<file path="src/rtl/inst_issue_buffer_pkg.sv">
`default_nettype none
// ============================================================================
//  Module   : inst_issue_buffer_pkg
//  Purpose  : Shared constants and helpers for the instruction issue buffer.
//  Revision : 1.0 - initial release
// ============================================================================
package inst_issue_buffer_pkg;

  // Default payload width of one decoded packet.
  localparam int IBUF_DATA_W = 64;

  // Widest lane vector lead_ones() accepts, and the width of its result.
  localparam int LO_MAX = 16;
  localparam int LO_CW  = $clog2(LO_MAX + 1);

  // Number of consecutive ones in v starting at bit 0, looking at the low n
  // bits only. Callers zero-extend their N-bit vector to LO_MAX bits.
  function automatic logic [LO_CW-1:0] lead_ones(input logic [LO_MAX-1:0] v,
                                                 input int n);
    logic [LO_CW-1:0] cnt;
    logic             run;
    cnt = '0;
    run = 1'b1;
    for (int i = 0; i < LO_MAX; i++) begin
      if (i < n && run) begin
        if (v[i]) cnt = cnt + 1'b1;
        else      run = 1'b0;
      end
    end
    return cnt;
  endfunction

endpackage
`default_nettype wire

</file>
<file path="src/rtl/ibuf_mem.sv">
`default_nettype none
// ============================================================================
//  Module   : ibuf_mem
//  Purpose  : DEPTH x DATA_WIDTH register file, IN_W write ports and OUT_W
//             asynchronous read ports addressed by pre-rotated addresses.
//  Revision : 1.0 - initial release
// ============================================================================
module ibuf_mem #(
  parameter int DEPTH      = 8,
  parameter int DATA_WIDTH = 64,
  parameter int IN_W       = 2,
  parameter int OUT_W      = 2,
  parameter int PTR_W      = $clog2(DEPTH)
) (
  input  logic                        clk,
  input  logic [IN_W-1:0]             i_we,
  input  logic [IN_W*PTR_W-1:0]       i_waddr,
  input  logic [IN_W*DATA_WIDTH-1:0]  i_wdata,
  input  logic [OUT_W*PTR_W-1:0]      i_raddr,
  output logic [OUT_W*DATA_WIDTH-1:0] o_rdata
);

  logic [DATA_WIDTH-1:0] r_mem [DEPTH];

  // Storage write; lanes always target distinct slots, so order is irrelevant.
  // Contents are intentionally not reset.
  always_ff @(posedge clk) begin
    for (int k = 0; k < IN_W; k++) begin
      if (i_we[k]) r_mem[i_waddr[k*PTR_W +: PTR_W]] <= i_wdata[k*DATA_WIDTH +: DATA_WIDTH];
    end
  end

  genvar g;
  generate
    for (g = 0; g < OUT_W; g++) begin : g_rd
      assign o_rdata[g*DATA_WIDTH +: DATA_WIDTH] = r_mem[i_raddr[g*PTR_W +: PTR_W]];
    end
  endgenerate

endmodule
`default_nettype wire

</file>
<file path="src/rtl/inst_issue_buffer.sv">
`default_nettype none
// ============================================================================
//  Module   : inst_issue_buffer
//  Purpose  : In-order instruction buffer between decode and issue. Accepts
//             up to IN_W packets per cycle, exposes the oldest OUT_W as a
//             registered issue window and retires any issued in-order prefix.
//  Revision : 1.0 - initial release
// ============================================================================
module inst_issue_buffer
  import inst_issue_buffer_pkg::*;
#(
  parameter int DATA_WIDTH = IBUF_DATA_W,
  parameter int DEPTH      = 8,
  parameter int IN_W       = 2,
  parameter int OUT_W      = 2
) (
  input  logic                        clk,
  input  logic                        rst,
  input  logic                        flush_i,
  input  logic                        hold_i,
  input  logic [IN_W-1:0]             in_valid_i,
  input  logic [IN_W*DATA_WIDTH-1:0]  in_data_i,
  output logic                        in_ready_o,
  output logic [OUT_W-1:0]            out_valid_o,
  output logic [OUT_W*DATA_WIDTH-1:0] out_data_o,
  input  logic [OUT_W-1:0]            issue_i,
  output logic [$clog2(DEPTH):0]      count_o
);

  localparam int PTR_W = $clog2(DEPTH);
  localparam int CNT_W = PTR_W + 1;

  logic [PTR_W-1:0]       r_head;
  logic [PTR_W-1:0]       r_tail;
  logic [CNT_W-1:0]       r_count;

  logic                   w_room;
  logic                   w_in_ready;
  logic                   w_wr_en;
  logic [CNT_W-1:0]       w_wr_num;
  logic [CNT_W-1:0]       w_iss_num;
  logic [OUT_W-1:0]       w_iss_mask;
  logic [IN_W-1:0]        w_we;
  logic [IN_W*PTR_W-1:0]  w_waddr;
  logic [OUT_W*PTR_W-1:0] w_raddr;

  // Ready looks only at registered occupancy, so same-cycle issues never
  // feed back into the producer handshake.
  assign w_room     = (CNT_W'(DEPTH) - r_count) >= CNT_W'(IN_W);
  assign w_in_ready = !rst && !hold_i && w_room;
  assign in_ready_o = w_in_ready;

  // Flush wins over any write presented in the same cycle.
  assign w_wr_en    = w_in_ready && !flush_i;
  assign w_wr_num   = w_wr_en ? CNT_W'(lead_ones(LO_MAX'(in_valid_i), IN_W)) : '0;

  // Only lanes that are actually valid can be retired.
  assign w_iss_mask = issue_i & out_valid_o;
  assign w_iss_num  = CNT_W'(lead_ones(LO_MAX'(w_iss_mask), OUT_W));

  genvar gk;
  generate
    for (gk = 0; gk < IN_W; gk++) begin : g_wr
      assign w_we[gk]                     = w_wr_en && (CNT_W'(gk) < w_wr_num);
      assign w_waddr[gk*PTR_W +: PTR_W]   = r_tail + PTR_W'(gk);
    end
    for (gk = 0; gk < OUT_W; gk++) begin : g_win
      assign w_raddr[gk*PTR_W +: PTR_W]   = r_head + PTR_W'(gk);
      assign out_valid_o[gk]              = CNT_W'(gk) < r_count;
    end
  endgenerate

  ibuf_mem #(
    .DEPTH      (DEPTH),
    .DATA_WIDTH (DATA_WIDTH),
    .IN_W       (IN_W),
    .OUT_W      (OUT_W),
    .PTR_W      (PTR_W)
  ) u_mem (
    .clk     (clk),
    .i_we    (w_we),
    .i_waddr (w_waddr),
    .i_wdata (in_data_i),
    .i_raddr (w_raddr),
    .o_rdata (out_data_o)
  );

  // Pointer and occupancy update; pointers wrap naturally at DEPTH.
  always_ff @(posedge clk or posedge rst) begin
    if (rst) begin
      r_head  <= '0;
      r_tail  <= '0;
      r_count <= '0;
    end else if (flush_i) begin
      r_head  <= '0;
      r_tail  <= '0;
      r_count <= '0;
    end else begin
      r_head  <= r_head + PTR_W'(w_iss_num);
      r_tail  <= r_tail + PTR_W'(w_wr_num);
      r_count <= r_count + w_wr_num - w_iss_num;
    end
  end

  assign count_o = r_count;

`ifndef SYNTHESIS
  logic [IN_W-1:0]  w_inv_p1;
  logic [OUT_W-1:0] w_iss_p1;
  assign w_inv_p1 = in_valid_i + IN_W'(1);
  assign w_iss_p1 = w_iss_mask + OUT_W'(1);

  // Protocol and occupancy sanity checks (a set bit above a clear bit is
  // detected by v & (v+1) being non-zero).
  always @(posedge clk) begin
    if (!rst) begin
      assert ((in_valid_i & w_inv_p1) == '0)
        else $error("ibuf: in_valid_i is not prefix-contiguous");
      assert ((w_iss_mask & w_iss_p1) == '0)
        else $warning("ibuf: issue_i has bits past its first zero; they are ignored");
      assert (!(in_valid_i != '0 && !w_in_ready && !flush_i))
        else $error("ibuf: write presented while in_ready_o is low");
      assert (r_count <= CNT_W'(DEPTH))
        else $error("ibuf: occupancy exceeds DEPTH");
    end
  end
`endif

endmodule
`default_nettype wire

</file>
<file path="config.mk">
export PLATFORM = sky130hd
export DESIGN_NAME = inst_issue_buffer
export DESIGN_NICKNAME = d
export VERILOG_FILES = /design/src/rtl/inst_issue_buffer_pkg.sv /design/src/rtl/ibuf_mem.sv /design/src/rtl/inst_issue_buffer.sv
export SDC_FILE = /design/constraint.sdc
export NUM_CORES = 1
export LEC_CHECK = 0
export CORE_MARGIN = 2
export CORE_UTILIZATION = 25
export DETAILED_ROUTE_END_ITERATION = 12
export PLACE_DENSITY = 0.45
export RECOVER_POWER = 100
export SLEW_MARGIN = 15
export SYNTH_ARGS = -nofsm -noshare
export SYNTH_HDL_FRONTEND = slang
export SYNTH_SLANG_ARGS = --single-unit
</file>
<file path="constraint.sdc">
create_clock -name clk -period 5.7 [get_ports clk]
set_clock_uncertainty 0.15 [all_clocks]
set_input_delay 0.57 -clock clk [delete_from_list [all_inputs] [get_ports clk]]
set_output_delay 0.57 -clock clk [all_outputs]
set_load 0.005 [all_outputs]
</file>
## Yosys cells after proc, flatten, opt, wreduce, memory -nomap -nowiden

Memory sizes are Yosys's and may differ from the RTL's.
Cells that the tools add are included.

- Output and inout bits: 135
- Word-level logic and storage cells: 43
- Register bits: 10
- Memories: 1
- RAM bits: 512

- Magnitude comparators: 5
- Add/sub/neg operators: 9
- Muxes and demuxes: 16
- Reduce and logical (&&, ||, !) cells: 8
- Bitwise gates (word level): 1

Memories:

| memory | depth | width | read ports | clocked after memory_dff | write ports | RTL line | source |
|---|---|---|---|---|---|---|---|
| u_mem.r_mem | 8 | 64 | 2 | 0 | 2 | ibuf_mem.sv:23 | `logic [DATA_WIDTH-1:0] r_mem [DEPTH];` |

Operator list:

| kind | number |
|---|---|
| $lt 1x4->1 const A | 4 |
| $mux 4 | 4 |
| $mux 1 | 8 |
| $add 3x1->3 const B | 2 |
| $add 3x3->3 | 2 |
| $mux 3 | 2 |
| $logic_and 1x1->1 | 5 |
| $add 1x1->2 const B | 2 |
| $add 4x4->4 | 1 |
| $ge 4x2->1 const B | 1 |
| $mux 2 | 2 |
| $sub 4x4->4 | 1 |
| $sub 4x4->4 const A | 1 |
| $logic_not 1->1 | 3 |
| $and 2x2->2 | 1 |

## Longest topological paths before layout

- Depth in word-level cells: 9
- Depth in mapped cells: 14
- Gate-level depth less buffers: 13

## Modules after synthesis

A second synthesis with hierarchy kept.

- Cell total of the unflattened synthesis: 1,637
- Area, all modules: 30,087.6 um^2

By module, submodules not included:

| module | cells each | sequential area each (um^2) | area an instance (um^2) | times used |
|---|---|---|---|---|
| ibuf_mem | 1,557 | 15,374.7 | 29,309.4 | 1 |
| inst_issue_buffer | 80 | 250.2 | 778.2 | 1 |

## Worst setup path before layout

No wires, ideal clock.

- Kind: register -> register
- Start point: register r_count[2], in the netlist count_o[2]
- End point: memory u_mem.r_mem[5][0] (enable)
- Data required time: 5.043 ns
- Data arrival time: 4.754 ns
- Cell stages (with the launch flop): 6
- Clock period less this slack: 5.411 ns
- Library setup time: 0.507 ns
- Slack: 0.289 ns
- Cells stage by stage: dfrtp_1 > or4_1 > and4_1 > buf_6 > nand3b_1 > a21oi_1

RTL lines:

| element | RTL line | source |
|---|---|---|
| start, declared | inst_issue_buffer.sv:35 | `logic [CNT_W-1:0] r_count;` |
| start signal, assigned | inst_issue_buffer.sv:101 | `r_count <= r_count + w_wr_num - w_iss_num;` |
| end, declared | ibuf_mem.sv:23 |  |

## Worst setup path in the final report

- Start point: register r_head[1]
- End point: output out_data_o[64]

- Word-level cells in the longest chain between the ends: 2

Ends and longest elaborated chain:

| element | RTL line | source |
|---|---|---|
| start, declared | inst_issue_buffer.sv:33 | `logic [PTR_W-1:0] r_head;` |
| start signal, assigned | inst_issue_buffer.sv:99 | `r_head <= r_head + PTR_W'(w_iss_num);` |
| $add 3x1->3 | inst_issue_buffer.sv:68 | `assign w_raddr[gk*PTR_W +: PTR_W] = r_head + PTR_W'(gk);` |
| $mem_v2 8x64 | n/a |  |
| end, declared | inst_issue_buffer.sv:25 | `output logic [OUT_W*DATA_WIDTH-1:0] out_data_o,` |

No other way between the ends.

==> flow_summary.ini <==
[cts]
post_cts_buffers = 0
clk_pin_slew_worst_paths_ns = 0.05
cts_resized = 0
htreeDepth = 3
postCtsHoldBufs = 0
cts_num_sinks = 522
cts_buffer_depth = 3
clock_latency_ns = 0.62
cts_root_buf = clkbuf_16
numCtsBuffers = 70
cts_tree = built

[route]
post_drt_wl_per_cell_um = 28.4
vias = 17700
drc = 0
wl_um = 102000
dr.pass1.iters = 5
routed_via_density = 4.93
drtIter0Drc = 1252
ant_nets = 0

[power_and_ir_drop]
p_int_mw = 9.95
p_comb_share_pct = 38.6
p_switching_mw = 4.34
p_per_area_nw_per_um2 = 390
switching_share_pct = 30.4
p_leak_nw = 11.1
p_seq_share_pct = 31.0
power.share.clock_pct = 30.3
ir_worst_vdd_mv = 0.238
power.total_mw = 14.3

[die]
die_w_um = 352
start_util_pct = 25.2
core_um2 = 120000
die_y_um = 352
io_pins = 271
die-area_um2 = 124000
num_rows = 127

[critical_path]
cp.required_ns = 4.98
end_kind = output pin
crit_type = reg2out
worstPathArrival_ns = 4.32
startpoint = r_head[1]$_DFF_PP0_
critPathLaunchType = flip-flop
rr_startpoint = count_o[2]$_DFF_PP0_
path_max_fanout = 35

[synthesis]
synth_nets = 1800
ys.warnings.count = 0
avgSynthCellArea_um2 = 18.3
async_flop_share_pct = 1.92
synth_seq_cells = 522
seq_area_frac_synth_pct = 51.7
synth-edff-count = 512
netlist_instances = 1649
post_synth_num_cell_types = 33
synth_area_um2 = 30200
ys.flop_type = edfxtp_1

[global_route]
groute.usage.overall_pct = 16.3
grt_pass1_vias = 19400
overflow = 0
grt_first_pass_wirelength_um = 144000
antenna_found_initial = 14
grt_max_degree = 82

[timing]
grt_setup_unrepaired = false
max_clock_freq_mhz = 198
tns_ns = 0
hold_violations = 0
slew_viol_final = 852
finalWorstSetupSlack_ns = 0.659
final.period_utilization_pct = 88.4
finalSetupViolations = 0
max_slew_margin_pct = -103
timing.final.crit_period_ns = 5.04
tightest_slew_ns = 3.05

[final_layout]
syn_to_final_growth_pct = 21.1
finalNetCount = 2062
fill_cells = 11700
drive_above_1_share_pct = 48.4
layout.cells.non_filler = 3581

[placed_design]
place_inst = 3451
numPortBuffers = 270
place_congestion = 0.724
pre_cts_ws_ns = 1.47
hpwlAfterDp_um = 56600

[run_status]
status = finished, violations left
violations = max-capacitance violations, max-slew violations

[flow_run]
cap_violations = 24

[min_path]
hp-class = in2async
==> layer usage <==
layer / share of wire, % / vias up / global-route usage, %
met4: 2.1 / 26 / 3.88
met2: 50 / 473 / 28.2
li1: - / 7463 / -
met5: 0.17 / - / 0
met3: 5.6 / 154 / 3.92
met1: 42 / 9547 / 20.6
==> final timing paths <==
check,to,slack [ns],cells past startpoint
hold / removal,r_head[2]$_DFF_PP0_,0.29,2
min in group clk,count_o[0]$_DFF_PP0_,0.56,2
setup reg to reg,u_mem.r_mem[3][49]$_DFFE_PP_,0.71,6
setup / recovery,out_data_o[64],0.66,5
hold reg to reg,count_o[0]$_DFF_PP0_,0.56,2
max in group asynchronous,r_head[0]$_DFF_PP0_,4.78,2
==> Yosys cell counts, types with 7 or more instances <==
cell type | number | area share (%)
buf_6 | 46 | 1.7
mux4_2 | 256 | 19
nor3_1 | 7 | 0.12
dfrtp_1 | 10 | 0.83
nand2_1 | 7 | 0.087
edfxtp_1 | 512 | 51
mux2_2 | 589 | 22
ha_1 | 11 | 0.46
clkbuf_1 | 52 | 0.65
buf_1 | 22 | 0.27
inv_1 | 13 | 0.16
mux2_1 | 51 | 1.9
nor4_4 | 8 | 0.56
nor2_1 | 16 | 0.20
==> metrics by stage <==
step	utilization [%]	hold slack (ns)	instance area (µm²)
after floorplan	-	0.260	30200
after global placement	29.0	0.560	34800
after detailed placement	29.0	0.572	34800
after CTS	30.8	0.105	37000
after global routing	30.5	0.275	36600
final	30.5	0.287	36600
==> critical path: stages (launching register included) <==
cell and delay [ns]:
dfrtp_2 0.97, ha_4 0.73, clkbuf_2 0.65, mux4_2 0.41, mux2_2 0.30, dlygate4sd3_1 0.58
==> registers in the layout, summed over array words and instances, names as in the netlist <==
signal,cells
u_mem.r_mem,512
count_o,4
r_tail,3
r_head,3
==> power groups by stage <==
stage               clock network (mW)  logic, mW  registers (mW)
finish                            4.33       5.52            4.43
global route                      4.62       5.93            4.45
CTS                               4.48       5.84            4.44
detailed placement                   0       5.81            4.52
global placement                     0       5.81            4.52
floorplan                            0       3.39            4.40
==> cells in the final DEF (no fill, tap or decap), types with 3 or more instances in the layout <==
master	count
a21oi_1	3
a31oi_1	6
buf_12	5
buf_2	4
buf_4	7
bufinv_16	4
clkbuf_1	34
clkbuf_16	72
clkbuf_2	19
clkdlybuf4s50_1	223
clkinv_1	10
clkinv_2	11
dfrtp_1	7
dlygate4sd3_1	47
edfxtp_1	512
fa_1	4
ha_1	10
inv_1	13
mux2_1	84
mux2_2	556
mux4_2	256
nand2_1	7
nand3_1	5
nor2_1	13
nor2_4	3
nor2b_1	6
nor3_1	7
nor4_1	8
xnor2_1	4
xor2_1	3
==> layout make-up <==
class | count | area (µm²) | share of cell area (%)
antenna | 2 | 5.00 | 0.0137
clock buffer | 97 | 1910 | 5.20
clock inverter | 31 | 312 | 0.851
inverter | 13 | 48.8 | 0.133
multi-input combinational | 988 | 13700 | 37.4
sequential | 522 | 15600 | 42.7
tap | 1612 | 2020 | 5.51
timing repair buffer | 316 | 3020 | 8.24
==> kinds of logic after synthesis <==
| kind of cell | after synthesis | synth area share (%) |
|---|---|---|
| compound gates | 13 | 0.256 |
| simple gates | 56 | 1.33 |
| mux | 896 | 42.9 |
| xor+xnor | 8 | 0.232 |
| flops | 522 | 51.7 |
| fa+ha+maj | 15 | 0.720 |
| buf+inv | 139 | 2.92 |
Power figures use the tool's default switching activity.
